### config.mk
export PLATFORM = sky130hd
export DESIGN_NAME = alu_arbiter_flat
export DESIGN_NICKNAME = d
export VERILOG_FILES = /design/src/rtl/alu_arbiter_if.sv /design/src/rtl/alu_arbiter.sv /design/src/flat_wrapper.sv
export SDC_FILE = /design/constraint.sdc
export NUM_CORES = 1
export LEC_CHECK = 0
export CORE_AREA = 2 2 219 242
export DETAILED_ROUTE_END_ITERATION = 8
export DIE_AREA = 0 0 221 244
export HOLD_SLACK_MARGIN = 0.12
export SYNTH_ARGS = -nofsm -noshare
export SYNTH_HDL_FRONTEND = slang
export SYNTH_SLANG_ARGS = --single-unit
### constraint.sdc
create_clock -name clk -period 36.1 [get_ports clk]
set_clock_uncertainty 0.1 [all_clocks]
set_input_delay 10.83 -clock clk [delete_from_list [all_inputs] [get_ports clk]]
set_output_delay 10.83 -clock clk [all_outputs]
set_load 0.01 [all_outputs]
### src/rtl/alu_arbiter_if.sv
// Request/result bus between two ALU requesters, the arbiter and a result consumer.
// The master side drives requests and acknowledges results; the slave side is the arbiter.
interface alu_arbiter_if #(
    parameter int unsigned DATA_WIDTH = 16
);
    logic                  req0;
    logic                  req1;
    logic [2:0]            oc0;
    logic [2:0]            oc1;
    logic [DATA_WIDTH-1:0] a0;
    logic [DATA_WIDTH-1:0] b0;
    logic [DATA_WIDTH-1:0] a1;
    logic [DATA_WIDTH-1:0] b1;
    logic                  gnt0;
    logic                  gnt1;
    logic [DATA_WIDTH-1:0] res;
    logic                  res_id;
    logic                  res_err;
    logic                  res_valid;
    logic                  res_ack;

    modport master (
        output req0, req1, oc0, oc1, a0, b0, a1, b1, res_ack,
        input  gnt0, gnt1, res, res_id, res_err, res_valid
    );

    modport slave (
        input  req0, req1, oc0, oc1, a0, b0, a1, b1, res_ack,
        output gnt0, gnt1, res, res_id, res_err, res_valid
    );
endinterface

### src/rtl/alu_arbiter.sv
// Two-requester round-robin arbiter in front of a shared multi-cycle ALU.
// One operation is in flight at a time; the result is held until acknowledged.
module alu_arbiter #(
    parameter int unsigned DATA_WIDTH = 16
) (
    input  logic          clk,
    input  logic          rst_n,
    alu_arbiter_if.slave  bus
);
    localparam int unsigned W = DATA_WIDTH;

    localparam logic [2:0] OP_ADD = 3'b000;
    localparam logic [2:0] OP_SUB = 3'b001;
    localparam logic [2:0] OP_MUL = 3'b010;
    localparam logic [2:0] OP_DIV = 3'b011;
    localparam logic [2:0] OP_NOT = 3'b100;
    localparam logic [2:0] OP_XOR = 3'b101;
    localparam logic [2:0] OP_OR  = 3'b110;
    localparam logic [2:0] OP_AND = 3'b111;

    typedef enum logic [1:0] {
        IDLE = 2'd0,
        EXEC = 2'd1,
        DONE = 2'd2
    } state_t;

    state_t         state;
    logic           ptr;
    logic           sel_q;
    logic           stage_q;
    logic [2:0]     op_q;
    logic [W-1:0]   a_q;
    logic [W-1:0]   b_q;

    logic           sel_c;
    logic [W-1:0]   calc_c;
    logic           err_c;

    // Lone requester wins outright; on contention the pointer decides.
    always_comb begin
        sel_c = bus.req1;
        if (bus.req0 && bus.req1) begin
            sel_c = ptr;
        end
    end

    // ALU on the captured operands; division by zero saturates and flags.
    always_comb begin
        calc_c = '0;
        err_c  = 1'b0;
        case (op_q)
            OP_ADD: calc_c = a_q + b_q;
            OP_SUB: calc_c = a_q - b_q;
            OP_MUL: calc_c = W'(a_q * b_q);
            OP_DIV: begin
                if (b_q == '0) begin
                    calc_c = '1;
                    err_c  = 1'b1;
                end else begin
                    calc_c = a_q / b_q;
                end
            end
            OP_NOT: calc_c = ~a_q;
            OP_XOR: calc_c = a_q ^ b_q;
            OP_OR:  calc_c = a_q | b_q;
            OP_AND: calc_c = a_q & b_q;
            default: calc_c = '0;
        endcase
    end

    // EXEC spends one cycle registering the ALU output, a second raising res_valid.
    always_ff @(posedge clk or negedge rst_n) begin
        if (!rst_n) begin
            state         <= IDLE;
            ptr           <= 1'b0;
            sel_q         <= 1'b0;
            stage_q       <= 1'b0;
            op_q          <= '0;
            a_q           <= '0;
            b_q           <= '0;
            bus.gnt0      <= 1'b0;
            bus.gnt1      <= 1'b0;
            bus.res       <= '0;
            bus.res_id    <= 1'b0;
            bus.res_err   <= 1'b0;
            bus.res_valid <= 1'b0;
        end else begin
            bus.gnt0 <= 1'b0;
            bus.gnt1 <= 1'b0;
            case (state)
                IDLE: begin
                    if (bus.req0 || bus.req1) begin
                        sel_q    <= sel_c;
                        op_q     <= sel_c ? bus.oc1 : bus.oc0;
                        a_q      <= sel_c ? bus.a1  : bus.a0;
                        b_q      <= sel_c ? bus.b1  : bus.b0;
                        bus.gnt0 <= ~sel_c;
                        bus.gnt1 <= sel_c;
                        stage_q  <= 1'b0;
                        state    <= EXEC;
                    end
                end
                EXEC: begin
                    if (!stage_q) begin
                        bus.res     <= calc_c;
                        bus.res_err <= err_c;
                        bus.res_id  <= sel_q;
                        stage_q     <= 1'b1;
                    end else begin
                        bus.res_valid <= 1'b1;
                        state         <= DONE;
                    end
                end
                DONE: begin
                    if (bus.res_ack) begin
                        bus.res_valid <= 1'b0;
                        ptr           <= ~bus.res_id;
                        state         <= IDLE;
                    end
                end
                default: state <= IDLE;
            endcase
        end
    end
endmodule

### src/flat_wrapper.sv
// flat-port wrapper written by rule: the top's interface ports become plain ports
module alu_arbiter_flat 
#(
    parameter int unsigned DATA_WIDTH = 16
)
  (clk, rst_n, bus_req0, bus_req1, bus_oc0, bus_oc1, bus_a0, bus_b0, bus_a1, bus_b1, bus_res_ack, bus_gnt0, bus_gnt1, bus_res, bus_res_id, bus_res_err, bus_res_valid);
  alu_arbiter_if #(.DATA_WIDTH(DATA_WIDTH)) bus_i ();
  input  logic clk;
  input  logic rst_n;
  input wire logic [$bits(bus_i.req0)-1:0] bus_req0;
  input wire logic [$bits(bus_i.req1)-1:0] bus_req1;
  input wire logic [$bits(bus_i.oc0)-1:0] bus_oc0;
  input wire logic [$bits(bus_i.oc1)-1:0] bus_oc1;
  input wire logic [$bits(bus_i.a0)-1:0] bus_a0;
  input wire logic [$bits(bus_i.b0)-1:0] bus_b0;
  input wire logic [$bits(bus_i.a1)-1:0] bus_a1;
  input wire logic [$bits(bus_i.b1)-1:0] bus_b1;
  input wire logic [$bits(bus_i.res_ack)-1:0] bus_res_ack;
  output wire logic [$bits(bus_i.gnt0)-1:0] bus_gnt0;
  output wire logic [$bits(bus_i.gnt1)-1:0] bus_gnt1;
  output wire logic [$bits(bus_i.res)-1:0] bus_res;
  output wire logic [$bits(bus_i.res_id)-1:0] bus_res_id;
  output wire logic [$bits(bus_i.res_err)-1:0] bus_res_err;
  output wire logic [$bits(bus_i.res_valid)-1:0] bus_res_valid;
  assign bus_i.req0 = bus_req0;
  assign bus_i.req1 = bus_req1;
  assign bus_i.oc0 = bus_oc0;
  assign bus_i.oc1 = bus_oc1;
  assign bus_i.a0 = bus_a0;
  assign bus_i.b0 = bus_b0;
  assign bus_i.a1 = bus_a1;
  assign bus_i.b1 = bus_b1;
  assign bus_i.res_ack = bus_res_ack;
  assign bus_gnt0 = bus_i.gnt0;
  assign bus_gnt1 = bus_i.gnt1;
  assign bus_res = bus_i.res;
  assign bus_res_id = bus_i.res_id;
  assign bus_res_err = bus_i.res_err;
  assign bus_res_valid = bus_i.res_valid;
  alu_arbiter #(.DATA_WIDTH(DATA_WIDTH)) u_core (.clk(clk), .rst_n(rst_n), .bus(bus_i));
endmodule
## Yosys cells after proc, flatten, opt, wreduce, memory -nomap -nowiden

Cells that the tools add are included.
Widths: inputs -> output; s select.

- Bits in registers: 61
- Input bits: 75
- Word-level logic and storage cells: 70

- Add/subtract/negate cells: 2
- Multipliers: 1
- Div/mod/pow operators: 1
- Equality and inequality tests: 12
- Muxes and demuxes: 21
- Bitwise gates (word level): 7
- Reduce and logical (&&, ||, !) cells: 13

Operators by type and width:

| kind | number |
|---|---|
| $pmux 16 s8 | 1 |
| $mux 16 | 3 |
| $add 16x16->16 | 1 |
| $and 16x16->16 | 1 |
| $div 16x16->16 | 1 |
| $logic_not 16->1 | 1 |
| $mul 16x16->16 | 1 |
| $not 16->16 | 1 |
| $or 16x16->16 | 1 |
| $sub 16x16->16 | 1 |
| $xor 16x16->16 | 1 |
| $eq 3x3->1 const B | 4 |
| $mux 1 | 10 |
| $reduce_and 2->1 | 4 |
| $eq 3x2->1 const B | 2 |
| $mux 2 | 3 |
| $pmux 2 s3 | 1 |
| $reduce_and 3->1 | 2 |
| $ne 2x1->1 const B | 2 |
| $pmux 1 s2 | 2 |
| $reduce_bool 2->1 | 2 |
| $eq 3x1->1 const B | 1 |
| $logic_not 3->1 | 1 |
| $mux 3 | 1 |
| 7 further kinds | 9 |

## Longest topological paths before layout

Gate-level depths: netlist (run 1).

- Word-level depth: 5
- Gate-level depth with buffers: 133
- Depth with buffers taken out: 127

## Worst setup path after synthesis (run 1)

OpenSTA, ideal clock, no wires.

- Path type: reg-to-reg
- From: register u_core.b_q[0]
- To: register u_core.bus.res[0]
- Library setup time: 0.135 ns
- Arrival time: 25.923 ns
- Data required time: 35.865 ns
- Path slack: 9.942 ns
- Cell stages (with the launch flop): 126
- Path through: dfrtp_1 -> clkbuf_1 -> inv_1 -> ha_1 -> or2_2 -> nand2_1 -> nor2_1 -> nor2_1 -> a21oi_1 -> ha_1 -> nor2b_1 -> a221oi_1 -> o31ai_1 -> nand2_1 -> ha_1 -> or3_1 -> a2111oi_0 -> a31oi_1 -> (+90 left out) -> a31oi_1 -> nand2b_1 -> a21boi_0 -> o21ai_0 -> a211o_1 -> nor2_1 -> buf_1 -> mux2_2 -> ha_1 -> o21a_1 -> o21ai_0 -> nand2b_1 -> a21oi_1 -> nor2b_1 -> o21ai_0 -> a21oi_1 -> a311oi_1 -> a211oi_1

- Word-level cells in the longest chain between the ends: 3

Ends and longest elaborated chain:

| what | line | RTL |
|---|---|---|
| start, declared | alu_arbiter.sv:33 | `logic [W-1:0] b_q;` |
| start signal, assigned | alu_arbiter.sv:96 | `b_q <= sel_c ? bus.b1 : bus.b0;` |
| $div 16x16->16 or $logic_not 16->1 (tied branches) | alu_arbiter.sv:60, alu_arbiter.sv:56 |  |
| $mux 16 | alu_arbiter.sv:56 | `if (b_q == '0) begin` |
| $pmux 16 s8 (*) | alu_arbiter.sv:51 | `case (op_q)` |
| end signal, assigned | alu_arbiter.sv:105 | `bus.res <= calc_c;` |
| end, declared | alu_arbiter_if.sv:29 | `output gnt0, gnt1, res, res_id, res_err, res_valid` |

Every way passes the cells marked *; elsewhere a longest branch is shown, timed or not.
A chain may end at the register's enable or synchronous reset.

## Worst setup path in the final report (run 1)

- From: register u_core.b_q[6]
- To: register u_core.bus.res[0]

- Word-level cells in the longest chain between the ends: 3

Ends and longest elaborated chain:

| what | line |
|---|---|
| $div 16x16->16 or $logic_not 16->1 (tied branches) | alu_arbiter.sv:60, alu_arbiter.sv:56 |
| $mux 16 (*) | alu_arbiter.sv:56 |
| $pmux 16 s8 (*) | alu_arbiter.sv:51 |

Marks and branches as above.

==> results.tsv, run 1 <==
stage	metric	value	unit
cells_and_area	regArea	1530	um^2
grt	track_usage	0.215	
timing	fin_crit	32.33	ns
synthesis	synth_area	15300	um^2
routing	drt-pass1-iter-count	6	
critical_path	reg2reg_to	u_core.bus.res[0]$_DFFE_PN0P_	
clock_network	hold_buffers	0	
floorplan	die_h	244	um
timing	slew_viol_final	0	
timing	grt_setup_unrepaired	false	
critical_path	crit_type	reg2reg	
hold_path	hold_class	reg2reg	
critical_path	start_kind	flop	
clock_network	clk_pin_slew	0.10	ns
floorplan	die_area	53900	um^2
synthesis	yosys_warnings	0	
synthesis	ys_async_sr_fraction	1.00	
routing	ant_nets	0	
critical_path	arrival	32.49	ns
clock_network	clock_sinks	61	
routing	routed_wl	58900	um
clock_network	root_buffer	clkbuf_16	
cells_and_area	multiInputGateArea	12600	um^2
clock_network	post_cts_buffers	0	
floorplan	io_pins	96	
critical_path	max_stage_delay	1.02	ns
clock_network	numCtsBuffers	9	
cells_and_area	antenna_cells	0	
critical_path	reg2reg_from	u_core.b_q[6]$_DFFE_PN0P_	
place	dp_hpwl	45300	um
grt	grt_overflow	0	
clock_network	h-tree-depth	3	
timing	max-slew-margin-rel	0.160	
timing	finalHoldViolations	0	
timing	setup_tns	0	ns
place	portBuffers	95	
hold_path	hold-path-endpoint	u_core.bus.res_id$_DFFE_PN0P_	
cells_and_area	fill_cells	5337	
synthesis	syn_area_per_cell	7.74	um^2
synthesis	ys_seq_area_frac	0.0998	
routing	routedWlPerCell	21.8	um
grt	antenna_found_initial	0	
cells_and_area	fin_nets	2427	
critical_path	slowest_stage	a21oi_1	
critical_path	endpoint_kind	flop	
synthesis	synth-main-ff-cell	dfrtp_1	
place	place.gp.congestion	0.938	
grt	grt_pass1_vias	15300	
timing	finalCritPeriodShare	0.896	
synthesis	synth_edf_count	0	
routing	via_per_inst	5.66	
hold_path	hold_start	u_core.sel_q$_DFFE_PN0P_	
synthesis	ys_ff_latch	61	
hold_path	whs_path_depth	2	
floorplan	core	51300	um^2
critical_path	worstRegToRegCells	119	
critical_path	rrSetupSlack	3.77	ns
synthesis	syn_nets	2368	
timing	tightest_slew	1.26	ns
floorplan	initial_core_util	0.298	
clock_network	tritoncts	done	
grt	grt_pass1_wl	90200	um
routing	vias	15300	
synthesis	synthCells	1976	
critical_path	cp.required	36.26	ns
critical_path	path_common_cell	ha_1	
timing	setup_viol	0	
run	maxCapViolCount	0	
timing	fmax	30.9	MHz
outcome	status	finished clean	
routing	drcViolationCount	0	
clock_network	insertion_delay	0.39	ns
floorplan	dieWidth	221	um
synthesis	synth.distinct_cells	93	
critical_path	cp_max_fo	25	
clock_network	cts_buffer_depth	2	
cells_and_area	drive_above_1_share	0.0647	
routing	drtIter0Drc	1512	
floorplan	num_rows	87	
cells_and_area	syn2layout_area_growth	13.9	%
grt	grt_max_degree	62	
clock_network	post_cts_resized	0	
[synth_stat cells (18+ instances only)]
cell      instances  area [um^2]
inv_1           219          822
fa_1             81         1620
xor2_1           40          350
nand2_1         198          743
dfrtp_1          61         1530
a31oi_1          26          163
o211ai_1         20          150
xnor2_1          90          788
clkbuf_1         74          278
nor3_1           49          245
a21oi_1         116          581
o21a_1           42          315
or2_2            18          113
nor2_1          195          732
a21o_1           38          285
o21ai_0          78          390
ha_1            236         2950
mux2_2           21          236
nand3_1          31          155
nor2b_1          18          113
a222oi_1         35          350
[layer usage]
metal / part of all wire / wire (um) / vias up / track usage
li1: - / - / 7118 / -
met1: 0.42 / 24900 / 7404 / 0.283
met2: 0.46 / 26800 / 664 / 0.353
met3: 0.079 / 4680 / 144 / 0.0291
met4: 0.043 / 2560 / 0 / 0.0894
met5: 0 / 0 / - / 0
[worst max-delay path: cells and delay by family, from the launching register on]
| family | cells | cell delay [ns] |
|---|---|---|
| AOI/OAI and AO/OA | 60 | 17.01 |
| adders and majority gates | 15 | 4.79 |
| buffers and inverters | 7 | 1.22 |
| DFF | 1 | 0.36 |
| muxes | 4 | 1.34 |
| and+or+nand+nor | 33 | 7.38 |
[state kept, by name (all words and copies together), names as in the netlist]
name	count
u_core.bus.res_id	1
u_core.bus.gnt0	1
u_core.ptr	1
u_core.bus.res_err	1
u_core.sel_q	1
u_core.bus.res	16
u_core.state	2
u_core.op_q	3
u_core.bus.gnt1	1
u_core.bus.res_valid	1
u_core.a_q	16
u_core.stage_q	1
u_core.b_q	16
[cell families after synthesis]
kind of cell	synth area share
XOR/XNOR	0.0744
AO/OA/AOI/OAI	0.227
flip-flops	0.0998
AND/OR/NAND/NOR	0.184
multiplexers	0.0393
adder cells (fa/ha/maj)	0.299
buffers and inverters	0.0761
[metrics by stage]
step	cell area [um^2]	cells	util	worst slack, ns	hold WS [ns]
after floorplan	15300	1976	-	9.94	0.339
after global placement	17100	2691	0.333	5.39	0.359
after detailed placement	17100	2691	0.333	4.55	0.363
after CTS	17400	2707	0.340	4.49	0.354
after global routing	17400	2707	0.340	1.42	0.376
final	17400	2707	0.340	3.77	0.342
[worst max path at each step]
stage	startpoint	endpoint	slack [ns]	cells past startpoint
finish	u_core.b_q[6]$_DFFE_PN0P_	u_core.bus.res[0]$_DFFE_PN0P_	3.77	119
global route	u_core.b_q[6]$_DFFE_PN0P_	u_core.bus.res[0]$_DFFE_PN0P_	1.42	119
CTS	u_core.b_q[6]$_DFFE_PN0P_	u_core.bus.res[0]$_DFFE_PN0P_	4.49	119
detailed placement	u_core.b_q[6]$_DFFE_PN0P_	u_core.bus.res[0]$_DFFE_PN0P_	4.55	119
global placement	u_core.b_q[6]$_DFFE_PN0P_	u_core.bus.res[0]$_DFFE_PN0P_	5.39	117
floorplan	u_core.b_q[0]$_DFFE_PN0P_	u_core.bus.res[0]$_DFFE_PN0P_	9.94	125
[layout by cell type (no fill, tap or decap), drive strengths merged, types with 13 or more instances in the layout]
| cell | n |
|---|---|
| ha | 236 |
| xor2 | 40 |
| a21oi | 118 |
| buf | 37 |
| nor2 | 197 |
| clkdlybuf4s50 | 94 |
| a211oi | 18 |
| nor2b | 18 |
| nand2b | 13 |
| dfrtp | 61 |
| a21o | 38 |
| nand4 | 13 |
| mux2i | 17 |
| a31oi | 27 |
| nand3 | 31 |
| or2 | 21 |
| o21ai | 83 |
| or3 | 16 |
| inv | 219 |
| a222oi | 35 |
| nor3 | 50 |
| nand2 | 199 |
| mux2 | 24 |
| xnor2 | 90 |
| o21a | 42 |
| fa | 81 |
| o211ai | 20 |
[final cells by class]
type	instances	share of cell area
multi-input combinational	1608	0.726
sequential	61	0.0877
timing repair buffer	131	0.0699
inverter	224	0.0483
tap	667	0.0479
clock buffer	11	0.0145
clock inverter	5	0.00610
Power of run 1 is left out: the tool's default activity adds up to more than one toggle a clock period on the data nets, which glitch-free logic cannot reach.
==> run 2: changes to the inputs <==
--- a/config.mk
+++ b/config.mk
@@ -8,7 +8,9 @@
 export CORE_AREA = 2 2 219 242
 export DETAILED_ROUTE_END_ITERATION = 8
 export DIE_AREA = 0 0 221 244
+export GPL_TIMING_DRIVEN = 0
 export HOLD_SLACK_MARGIN = 0.12
+export SLEW_MARGIN = 20
 export SYNTH_ARGS = -nofsm -noshare
 export SYNTH_HDL_FRONTEND = slang
 export SYNTH_SLANG_ARGS = --single-unit
==> run 2 against run 1 <==
Register-to-register slack got worse by 1.4 ns. Worst setup slack got worse by 1.4 ns. Routed wire length grew 2.0%. Final area grew 0.22%. Utilization increased by 0.076 points. Global-route usage increased by 0.30 points. First-iteration DRC count decreased by 0.40%. Maximum frequency is 4.2% lower. Via count increased by 2.0%. Critical endpoint unchanged. Non-clock buffer count is 50 higher. Cell count rose by 1.8%. Sequential cell count unchanged.
==> results.tsv, run 2 (synthesis gave the netlist of run 1 again) <==
stage	metric	value	unit
outcome	status	finished clean	
critical_path	reg2reg_to	u_core.bus.res[0]$_DFFE_PN0P_	
clock_network	tritoncts	done	
routing	ant_nets	0	
hold_path	hold_start	u_core.bus.res[10]$_DFFE_PN0P_	
place	dp_hpwl	48200	um
critical_path	endpoint_kind	flop	
floorplan	initial_core_util	0.298	
routing	drcViolationCount	0	
cells_and_area	final_cell_mix	236 x ha_1, 218 x inv_1, 198 x nand2_1	
grt	grt_pass1_wl	91200	um
clock_network	h-tree-depth	3	
grt	antenna_found_initial	0	
grt	grt_overflow	0	
critical_path	worstRegToRegCells	123	
routing	routedWlPerCell	21.8	um
clock_network	cts_buffer_depth	2	
routing	drt-pass1-iter-count	8	
timing	fmax	29.6	MHz
clock_network	numCtsBuffers	9	
critical_path	critPathBufInv	12	
timing	tightest_slew	1.14	ns
timing	slew_viol_final	0	
timing	finalHoldViolations	0	
clock_network	clk_pin_slew	0.06	ns
timing	max-slew-margin-rel	0.237	
place	portBuffers	95	
critical_path	crit_family	compound AO/OA/AOI/OAI gates	
timing	grt_setup_unrepaired	false	
critical_path	cp_max_fo	23	
hold_path	whs_path_depth	2	
timing	setup_viol	0	
timing	setup_tns	0	ns
routing	drtIter0Drc	1506	
place	place.gp.congestion	0.974	
cells_and_area	regArea	1530	um^2
critical_path	rrSetupSlack	2.34	ns
critical_path	crit_type	reg2reg	
floorplan	dieWidth	221	um
timing	finalCritPeriodShare	0.935	
floorplan	io_pins	96	
clock_network	hold_buffers	0	
critical_path	start_kind	flop	
routing	via_per_inst	5.67	
cells_and_area	final_common_cell	ha_1	
cells_and_area	syn2layout_area_growth	14.2	%
cells_and_area	top_regs	u_core.a_q (16), u_core.b_q (16), u_core.bus.res (16)	
cells_and_area	fin_nets	2477	
cells_and_area	drive_above_1_share	0.0498	
critical_path	path_common_cell	ha_1	
clock_network	post_cts_resized	0	
critical_path	reg2reg_from	u_core.b_q[0]$_DFFE_PN0P_	
run	maxCapViolCount	0	
clock_network	root_buffer	clkbuf_16	
clock_network	clock_sinks	61	
critical_path	slowest_stage	nor3_1	
critical_path	cp.required	36.21	ns
cells_and_area	multiInputGateArea	12600	um^2
cells_and_area	antenna_cells	0	
hold_path	hold_class	reg2reg	
hold_path	hold-path-endpoint	u_core.bus.res[10]$_DFFE_PN0P_	
grt	track_usage	0.218	
critical_path	arrival	33.87	ns
grt	grt_max_degree	37	
routing	vias	15600	
clock_network	post_cts_buffers	0	
floorplan	die_h	244	um
floorplan	num_rows	87	
floorplan	core	51300	um^2
routing	routed_wl	60100	um
critical_path	worst-path-stages	123	
grt	grt_pass1_vias	15400	
clock_network	insertion_delay	0.35	ns
cells_and_area	fill_cells	5421	
floorplan	die_area	53900	um^2
timing	fin_crit	33.76	ns
critical_path	max_stage_delay	0.83	ns
[run 2: how the worst max path moves through the flow]
stage                              start                             to  slack, ns
2_1_floorplan  u_core.b_q[0]$_DFFE_PN0P_  u_core.bus.res[0]$_DFFE_PN0P_       9.94
3_3_place_gp   u_core.b_q[0]$_DFFE_PN0P_  u_core.bus.res[0]$_DFFE_PN0P_       2.47
3_5_place_dp   u_core.b_q[0]$_DFFE_PN0P_  u_core.bus.res[0]$_DFFE_PN0P_       2.61
4_1_cts        u_core.b_q[0]$_DFFE_PN0P_  u_core.bus.res[0]$_DFFE_PN0P_       2.50
5_1_grt        u_core.b_q[0]$_DFFE_PN0P_  u_core.bus.res[0]$_DFFE_PN0P_       0.21
6_report       u_core.b_q[0]$_DFFE_PN0P_  u_core.bus.res[0]$_DFFE_PN0P_       2.34
[run 2: cell type report]
class / count / share of cell area
Buffer: 83 / 0.0186
Timing Repair Buffer: 98 / 0.0575
Multi-Input combinational cell: 1608 / 0.723
Clock inverter: 7 / 0.00459
Inverter: 224 / 0.0482
Tap cell: 667 / 0.0478
Sequential cell: 61 / 0.0874
Clock buffer: 9 / 0.0129
[run 2: worst min-delay path, delay by kind of cell, from the launching register on]
family        cells  cell delay (ns)
flops             1             0.35
simple gates      2             0.10
[run 2: stage by stage]
stage	setup slack, ns	std cells	util	instance area [um^2]	hold slack (ns)
floorplan	9.94	1976	-	15300	0.339
global placement	2.47	2738	0.333	17100	0.359
detailed placement	2.61	2741	0.334	17100	0.363
CTS	2.50	2757	0.340	17500	0.382
global route	0.209	2757	0.341	17500	0.398
finish	2.34	2757	0.341	17500	0.377
[run 2: per-layer routing]
layer  track usage  share of wire  vias to the layer above
met3        0.0229          0.075                      126
met1         0.288           0.42                     7606
li1              -              -                     7221
met2         0.361           0.45                      679
met5             0              0                        -
met4        0.0942          0.047                        0
Power of run 2 is left out for the same reason.
